**src/rtl/vertex_fetch.sv**
```systemverilog
// Vertex range fetcher: reads a vertex buffer through a 1-cycle registered port and
// unpacks each word into a 4-entry output FIFO with valid/ready handshake.
module vertex_fetch #(
    parameter int DEPTH = 1024,
    parameter int DW    = 64,
    localparam int AW   = $clog2(DEPTH)
) (
    input  logic          CLK,
    input  logic          RST_N,
    input  logic          START,
    input  logic [AW-1:0] BASE_ADDR,
    input  logic [AW:0]   COUNT,
    output logic          BUSY,
    output logic          DONE,
    output logic [AW-1:0] VB_ADDR,
    input  logic [DW-1:0] VB_Q,
    output logic          V_VALID,
    input  logic          V_READY,
    output logic [15:0]   V_X,
    output logic [15:0]   V_Y,
    output logic [15:0]   V_Z,
    output logic [7:0]    V_COLOR,
    output logic [3:0]    V_UV,
    output logic          V_LAST,
    output logic [1:0]    DBG_STATE
);

    // Handshake: a vertex moves downstream on a rising edge where V_VALID and V_READY
    // are both high; V_VALID never depends on V_READY and the head holds while stalled.

    typedef enum logic [1:0] {S_IDLE, S_FETCH, S_DRAIN, S_FIN} state_t;

    localparam logic [AW:0] REM_ONE = {{AW{1'b0}}, 1'b1};

    state_t        state, state_nx;
    logic [AW-1:0] addr;
    logic [AW-1:0] vb_addr_q;
    logic [AW:0]   remaining;
    logic          rd_pend;
    logic          rd_last;
    logic [60:0]   fifo_mem [4];
    logic [1:0]    wr_ptr;
    logic [1:0]    rd_ptr;
    logic [2:0]    fifo_cnt;
    logic          issue;
    logic          credit_ok;
    logic          push;
    logic          pop;
    logic [60:0]   head;
    logic          vb_q_unused;

    assign vb_q_unused = ^VB_Q[59:56];

    assign credit_ok = ({1'b0, fifo_cnt} + {3'b000, rd_pend}) < 4'd4;
    assign push      = rd_pend;
    assign pop       = V_VALID && V_READY;
    assign V_VALID   = (fifo_cnt != 3'd0);
    assign VB_ADDR   = issue ? addr : vb_addr_q;
    assign DBG_STATE = state;

    // Fields are forced to zero whenever nothing is buffered, including under reset.
    assign head = V_VALID ? fifo_mem[rd_ptr] : '0;
    assign {V_X, V_Y, V_Z, V_COLOR, V_UV, V_LAST} = head;

    always_ff @(posedge CLK or negedge RST_N) begin
        if (!RST_N) begin
            state <= S_IDLE;
        end else begin
            state <= state_nx;
        end
    end

    always_comb begin
        state_nx = state;
        case (state)
            S_IDLE:  if (START) state_nx = (COUNT == '0) ? S_FIN : S_FETCH;
            S_FETCH: if (issue && (remaining == REM_ONE)) state_nx = S_DRAIN;
            // Leave on the edge that empties the FIFO, so DONE follows the last transfer.
            S_DRAIN: if (!rd_pend && ((fifo_cnt == 3'd0) || ((fifo_cnt == 3'd1) && pop)))
                         state_nx = S_FIN;
            S_FIN:   state_nx = S_IDLE;
            default: state_nx = S_IDLE;
        endcase
    end

    always_comb begin
        BUSY  = (state != S_IDLE);
        DONE  = (state == S_FIN);
        issue = (state == S_FETCH) && credit_ok;
    end

    always_ff @(posedge CLK or negedge RST_N) begin
        if (!RST_N) begin
            addr      <= '0;
            vb_addr_q <= '0;
            remaining <= '0;
            rd_pend   <= 1'b0;
            rd_last   <= 1'b0;
            wr_ptr    <= 2'd0;
            rd_ptr    <= 2'd0;
            fifo_cnt  <= 3'd0;
        end else begin
            if ((state == S_IDLE) && START && (COUNT != '0)) begin
                addr      <= BASE_ADDR;
                remaining <= COUNT;
            end else if (issue) begin
                addr      <= addr + 1'b1;
                remaining <= remaining - REM_ONE;
                vb_addr_q <= addr;
            end
            rd_pend <= issue;
            rd_last <= issue && (remaining == REM_ONE);
            if (push) wr_ptr <= wr_ptr + 2'd1;
            if (pop)  rd_ptr <= rd_ptr + 2'd1;
            case ({push, pop})
                2'b10:   fifo_cnt <= fifo_cnt + 3'd1;
                2'b01:   fifo_cnt <= fifo_cnt - 3'd1;
                default: fifo_cnt <= fifo_cnt;
            endcase
        end
    end

    // Storage only; occupancy and pointers decide what is visible.
    always_ff @(posedge CLK) begin
        if (push) begin
            fifo_mem[wr_ptr] <= {VB_Q[15:0], VB_Q[31:16], VB_Q[47:32], VB_Q[55:48],
                                 VB_Q[63:60], rd_last};
        end
    end

endmodule

```
**config.mk**
```make
export PLATFORM = sky130hd
export DESIGN_NAME = vertex_fetch
export DESIGN_NICKNAME = d
export VERILOG_FILES = /design/src/rtl/vertex_fetch.sv
export SDC_FILE = /design/constraint.sdc
export NUM_CORES = 1
export LEC_CHECK = 0
export ABC_AREA = 1
export CORE_UTILIZATION = 50
export CTS_CLUSTER_DIAMETER = 80
export DETAILED_ROUTE_END_ITERATION = 8
export PLACE_DENSITY = 0.86
export RECOVER_POWER = 50
export SYNTH_ARGS = -nofsm -noshare
export SYNTH_HDL_FRONTEND = slang
export SYNTH_SLANG_ARGS = --single-unit
```
**constraint.sdc**
```tcl
create_clock -name CLK -period 2.25 [get_ports CLK]
set_clock_uncertainty 0.2 [all_clocks]
set_input_delay 0.3375 -clock CLK [delete_from_list [all_inputs] [get_ports CLK]]
set_output_delay 0.3375 -clock CLK [all_outputs]
set_load 0.02 [all_outputs]
```
==> results.sh, run 1 <==
export IMPL_setup_viol=72
export IMPL_cts_tree="yes"
export IMPL_antenna_found_initial=8
export IMPL_reg2reg_depth=14
export IMPL_io_pins=165
export IMPL_path_class="reg2out"
export IMPL_synth_area_um2=12200
export IMPL_ys_seq_area_share_pct=68.9
export IMPL_grt_pass1_vias=9368
export IMPL_reg2reg_from="fifo_cnt[0]"
export IMPL_p_leak_uw=0.00638
export IMPL_pwr_share_comb_pct=54.5
export IMPL_synth_cell_types=32
export IMPL_regToRegSetupSlack_ns=0.06
export IMPL_clock_sinks=286
export IMPL_yosys_area_top_type="edfxtp_1"
export IMPL_slowest_delay_ns=0.52
export IMPL_start_kind="register"
export IMPL_arrival_ns=2.12
export IMPL_switching_share_pct=40.1
export IMPL_ys_ff_latch=286
export IMPL_gp_congestion=0.879
export IMPL_hold_viol=0
export IMPL_endpoint_kind="primary output"
export IMPL_rsz0062_at_grt="true"
export IMPL_async_flop_share_pct=14.7
export IMPL_die_h_um=158
export IMPL_cts_root_buf="clkbuf_16"
export IMPL_min_path_type="in2reg"
export IMPL_cts_reportedPaths_clkPinSlew_ns=0.06
export IMPL_synth_avg_cell_area_um2=11.1
export IMPL_drive_above_1_share_pct=27.8
export IMPL_drt_drc_violations_left=0
export IMPL_setup_ws_ns=-0.404
export IMPL_dpl_cell_area_um2=14500
export IMPL_layout_cells_non_filler=1686
export IMPL_io_buffers=160
export IMPL_place_hpwl_um=17300
export IMPL_drt_iter0_drc=842
export IMPL_crit_required_ns=1.71
export IMPL_path_cells="buf_4 > buf_6 > buf_16 > nor2_4 > nor2_4 > o21ai_4 > a21oi_2 > buf_6"
export IMPL_p_sw_uw=10600
export IMPL_tightest_slew_ns=1.20
export IMPL_worst_path_buf_inv=4
export IMPL_start_util_pct=51.4
export IMPL_drtAntennaViolNets=0
export IMPL_drv_slew=0
export IMPL_synth_edf_count=244
export IMPL_fin_crit_sh_pct=118
export IMPL_clock_latency_ns=0.54
export IMPL_cts_inserted_buffers=29
export IMPL_die_w_um=158
export IMPL_std_cell_rows=56
export IMPL_crit_start="rd_ptr[0]"
export IMPL_worstSetupEndpoint="V_COLOR[3]"
export IMPL_relSlewSlack_pct=20.1
export IMPL_syn_num_nets=1204
export IMPL_critPathTopFamily="buffers and inverters"
export IMPL_violations="negative setup slack"
export IMPL_seqPwrFrac_pct=28.1
export IMPL_fin_nets=1443
export IMPL_drv_cap=0
export IMPL_synth_common_cells="281 x nor2_1, 244 x edfxtp_1, 133 x o21ai_0, 128 x nand2_1, 63 x a21oi_1"
export IMPL_status="complete, but fails checks"
export IMPL_path_max_fanout=6
export IMPL_fin_crit_ns=2.65
export IMPL_rr_endpoint="fifo_cnt[2]"
export IMPL_syn_inst=1098
export IMPL_via_count=9408
export IMPL_synth_main_ff_cell="edfxtp_1"
export IMPL_routed_via_density=5.58
export IMPL_synthTopCellsByArea="edfxtp_1 60%, nor2_1 8.7%, dfrtp_1 8.6%, o21ai_0 5.5%, nand2_1 4.0%"
export IMPL_dp_cells=1572
export IMPL_wl_per_cell_um=20.8
export IMPL_firstDrtPassIters=5
export IMPL_synth_top_cell_area_share_pct=60.2
export IMPL_wirelength_um=35000
export IMPL_clockBufferDepth=3
export IMPL_syn_to_final_growth_pct=39.8
export IMPL_core_area_um2=23700
export IMPL_grt_max_degree=62
export IMPL_grt_pass1_wl_um=49800
export IMPL_pwr_density_cell_nw_per_um2=1550
export IMPL_yosysWarnings=0
export IMPL_dieArea_um2=25000
export IMPL_fmax_mhz=377
export IMPL_yosysMostFrequentCell="nor2_1"
export IMPL_htreeDepth=1
export IMPL_grt_overflow_total=0
export IMPL_p_total_uw=26400
export IMPL_ir_drop_v=0.000890
export IMPL_grt_util_all_layers_pct=26.7
export IMPL_stdcell_area_um2=17000
export IMPL_critPathSlowestCell="dfrtp_4"
export IMPL_p_int_uw=15800
export IMPL_clockPowerShare_pct=17.4
export IMPL_path_depth=8
==> registers in the layout, summed over array words and instances (netlist names) <==
signal,count
fifo_mem,244
addr,10
rd_ptr,2
remaining,11
rd_last,1
push,1
vb_addr_q,10
fifo_cnt,3
wr_ptr,2
DBG_STATE,2
==> logic make-up (layout without fill, tap and decap cells) <==
logic type	count (synthesis)	count (layout)	synth area share, %
flops	286	286	68.9
fa+ha+maj	17	17	1.75
simple gates	471	471	15.5
xor+xnor	16	16	1.15
buf+inv	103	363	3.98
compound gates	205	206	8.71
other cells	0	8	0
==> worst min path at each step <==
stage / startpoint / to / depth (start not counted)
2_1_floorplan: RST_N / DBG_STATE[0] / 0
3_3_place_gp: RST_N / addr[0] / 1
3_5_place_dp: RST_N / addr[0] / 1
4_1_cts: RST_N / remaining[10] / 2
5_1_grt: BASE_ADDR[0] / addr[0] / 3
6_report: BASE_ADDR[0] / addr[0] / 3
==> power groups by stage <==
stage	combinational (uW)	clock [uW]	sequential, uW
after floorplan	6040	0	7270
after global placement	10300	0	7310
after detailed placement	10600	0	7360
after CTS	13200	4620	7350
after global routing	15200	4880	7480
final	14400	4600	7400
==> area by class of cell <==
class                      instances  area (um2)
clock buffer                      44         832
inverter                          45         209
clock inverter                     9        81.3
antenna                            8        20.0
multi-input combinational        710        3960
tap                              319         399
fill                            1489        6680
sequential                       286        8380
timing repair buffer             265        3120
==> metrics by stage <==
stage               setup WS (ns)  utilization, %  hold WS (ns)  setup TNS, ns
detailed placement         -0.197            61.4         0.119          -8.04
CTS                        -0.278            70.0        0.0795         -15.48
global route               -0.442            71.7         0.165         -23.37
floorplan                  0.0545               -        -0.158              0
global placement           -0.178            61.4         0.116          -5.54
finish                     -0.404            71.8         0.155         -17.90
==> tightest hold or removal path: stages <==
cell and delay, ns:
clkdlybuf4s50_1 0.40, nand2_1 0.06, nand2_1 0.05
==> placed cells by master (no fill, tap or decap), types with 10 or more instances in the layout <==
master	instances
nor2_2	32
a21oi_1	38
buf_6	37
o21ai_2	23
nand3_1	49
xor2_1	12
edfxtp_1	244
clkdlybuf4s50_1	24
a21oi_2	25
buf_4	85
inv_1	28
dfrtp_1	40
ha_1	13
clkbuf_16	33
buf_12	25
o21ai_4	10
nor2_1	223
dlygate4sd3_1	61
nor2_4	27
o21ai_0	27
nand2_1	116
o21ai_1	81
clkbuf_1	12
buf_16	19
nand2_2	10
==> routing by layer <==
metal | GRT usage, % | wire, um
met1 | 30.3 | 12500
met2 | 49.5 | 18300
met3 | 4.98 | 3000
met4 | 10.6 | 1190
met5 | 0 | 23
==> timing repair <==
item	in CTS	in global routing
buffers inserted	22	12
gates resized for setup	634	99
endpoints found under the setup margin	75	81
gates cloned	19	5
pin swaps	61	44
hold endpoints to repair	42	0
hold buffers	1	0
(Power assumes the default switching activity.)
==> run 2: changes to the inputs <==
ABC_AREA = 0   (was 1)
CORE_UTILIZATION = 49   (was 50)
PLACE_DENSITY = 0.85   (was 0.86)
==> results.sh, run 2 <==
export IMPL_crit_required_ns=1.71
export IMPL_drive_above_1_share_pct=41.0
export IMPL_drv_cap=0
export IMPL_hold_viol=0
export IMPL_reg_top3="fifo_mem: 244 flops, remaining: 11 flops"
export IMPL_grt_util_all_layers_pct=21.0
export IMPL_gp_congestion=0.811
export IMPL_routed_via_density=5.43
export IMPL_pwr_density_cell_nw_per_um2=1490
export IMPL_cts_reportedPaths_clkPinSlew_ns=0.07
export IMPL_cts_tree="yes"
export IMPL_path_cells="buf_6 > buf_12 > mux4_2 > and2_4 > buf_6"
export IMPL_crit_top_cell="buf_6"
export IMPL_drtAntennaViolNets=0
export IMPL_multi_input_area_um2=3330
export IMPL_syn_inst=628
export IMPL_yosys_area_top_type="edfxtp_1"
export IMPL_regMostFlops="fifo_mem"
export IMPL_ys_seq_area_share_pct=72.0
export IMPL_slowest_delay_ns=0.53
export IMPL_core_area_um2=23400
export IMPL_synth_area_um2=11600
export IMPL_stdcell_area_um2=16000
export IMPL_critPathTopFamily="multiplexers"
export IMPL_syn_to_final_growth_pct=37.7
export IMPL_grt_overflow_total=0
export IMPL_drt_drc_violations_left=0
export IMPL_async_flop_share_pct=14.7
export IMPL_synth_avg_cell_area_um2=18.5
export IMPL_io_buffers=160
export IMPL_arrival_ns=2.17
export IMPL_worst_path_buf_inv=3
export IMPL_die_w_um=156
export IMPL_grt_pass1_vias=6919
export IMPL_wirelength_um=26100
export IMPL_ys_ff_latch=286
export IMPL_fin_crit_ns=2.71
export IMPL_drt_iter0_drc=446
export IMPL_clock_latency_ns=0.53
export IMPL_syn_num_nets=734
export IMPL_path_max_fanout=8
export IMPL_critPathSlowestCell="mux4_2"
export IMPL_firstDrtPassIters=4
export IMPL_ir_drop_v=0.00111
export IMPL_antenna_found_initial=5
export IMPL_min_path_type="in2reg"
export IMPL_fillerInstances=1529
export IMPL_start_util_pct=49.7
export IMPL_wl_per_cell_um=21.3
export IMPL_largest_register_ffs=244
export IMPL_violations="negative setup slack"
export IMPL_most_common_layout_cells="244 x edfxtp_1, 87 x buf_6, 63 x and2_4"
export IMPL_fin_nets=989
export IMPL_place_hpwl_um=15200
export IMPL_die_h_um=156
export IMPL_grt_max_degree=34
export IMPL_yosysMostFrequentCell="edfxtp_1"
export IMPL_cts_root_buf="clkbuf_16"
export IMPL_start_kind="register"
export IMPL_tightest_slew_ns=0.888
export IMPL_drv_slew=0
export IMPL_rsz0062_at_grt="true"
export IMPL_synth_common_cells="244 x edfxtp_1, 66 x and2_1, 61 x mux4_2, 42 x dfrtp_1, 22 x nand2_1"
export IMPL_synth_edf_count=244
export IMPL_synth_main_ff_cell="edfxtp_1"
export IMPL_regArea_um2=8380
export IMPL_clock_sinks=286
export IMPL_htreeDepth=1
export IMPL_fin_crit_sh_pct=120
export IMPL_final_util_pct=68.5
export IMPL_std_cell_rows=56
export IMPL_synthTopCellsByArea="edfxtp_1 63%, mux4_2 12%, dfrtp_1 9.0%, and2_1 3.5%, ha_1 1.8%"
export IMPL_synth_cell_types=44
export IMPL_path_class="reg2out"
export IMPL_yosysWarnings=0
export IMPL_dpl_cell_area_um2=14200
export IMPL_layout_commonest_cell="edfxtp_1"
export IMPL_relSlewSlack_pct=40.8
export IMPL_dieArea_um2=24400
export IMPL_via_count=6669
export IMPL_p_leak_uw=0.00585
export IMPL_clockBufferDepth=3
export IMPL_synth_top_cell_area_share_pct=62.9
export IMPL_io_pins=165
export IMPL_cts_inserted_buffers=28
export IMPL_setup_ws_ns=-0.461
export IMPL_endpoint_kind="primary output"
export IMPL_setup_viol=71
export IMPL_grt_pass1_wl_um=38300
export IMPL_status="complete, but fails checks"
export IMPL_fmax_mhz=369
## run 2: cell types whose count changed after synthesis, moves of 9 or more
cell,previous run,this run
nor2_1,281,13
and2_1,0,66
o21ai_1,2,15
mux2_2,0,9
mux4_2,0,61
nand3_1,49,8
nand2_1,128,22
o21ai_0,133,4
a21oi_1,63,3
inv_1,41,11
## run 2: kinds of logic after synthesis
group / after synthesis / synth area share (%)
adders and majority gates: 17 / 1.83
buffers and inverters: 42 / 1.57
AOI/OAI and AO/OA: 33 / 1.64
and+or+nand+nor: 145 / 7.28
xor gates and xnor gates: 22 / 1.66
DFF: 286 / 72.0
muxes: 83 / 14.0
## run 2: stage by stage
stage | setup TNS, ns | hold WS (ns) | total power [uW] | cells | setup WS [ns]
finish | -26.09 | 0.146 | 23900 | 1228 | -0.461
global route | -30.09 | 0.162 | 24800 | 1225 | -0.509
CTS | -29.90 | 0.0360 | 23100 | 1216 | -0.528
detailed placement | -17.44 | 0.0658 | 16600 | 1131 | -0.337
global placement | -16.18 | 0.0650 | 16300 | 1131 | -0.268
floorplan | 0 | -0.158 | 12600 | 628 | 0.0143
## run 2: where the power goes
group          total [uW]  internal [uW]  switching (uW)
sequential           7380           6820             565
clock                4900           2930            1970
combinational       11600           6490            5090
total               23900          16200            7630
## run 2: per-layer routing
| metal | global-route usage [%] | part of all wire [%] |
|---|---|---|
| met2 | 38.6 | 53 |
| met4 | 4.44 | 1.5 |
| met1 | 25.5 | 39 |
| met5 | 0 | 0.065 |
| met3 | 4.31 | 6.2 |
## run 2: cell type report
type	count	area share [%]
diodes	4	0.0624
clock buffers	32	4.60
clock inverters	20	1.47
inverters	12	0.343
multi-input cells	300	20.7
flip-flops and latches	286	52.3
well taps	319	2.49
repair buffers	254	17.9
repair inverters	1	0.101
## run 2: path summary, 6_finish.rpt
path / start / endpoint / slack [ns] / cells past startpoint
setup / recovery: rd_ptr[0] / V_Z[2] / -0.46 / 5
hold / removal: BASE_ADDR[0] / addr[0] / 0.15 / 3
setup reg to reg: DBG_STATE[1] / addr[7] / 0.13 / 8
hold reg to reg: rd_last / fifo_mem[2][0] / 0.31 / 0
max in group asynchronous: RST_N / DBG_STATE[1] / 0.48 / 3
min in group asynchronous: RST_N / vb_addr_q[0] / 0.25 / 2
## run 2: worst reg2reg max path, stage by stage (launching register included)
cell     delay [ns]
dfrtp_2        0.42
inv_2          0.07
ha_4           0.12
nor2b_4        0.16
buf_4          0.16
nand3_2        0.11
buf_4          0.17
or4_1          0.49
a31oi_1        0.13
## run 2: what timing repair did
action / 4_1_cts / 5_1_grt
buffers inserted: 25 / 11
endpoints found under the setup margin: 75 / 74
endpoints found under the hold margin: 42 / 0
hold buffers: 1 / 0
resized for setup: 476 / 82
pin swaps: 39 / 24
gates cloned: 7 / 2
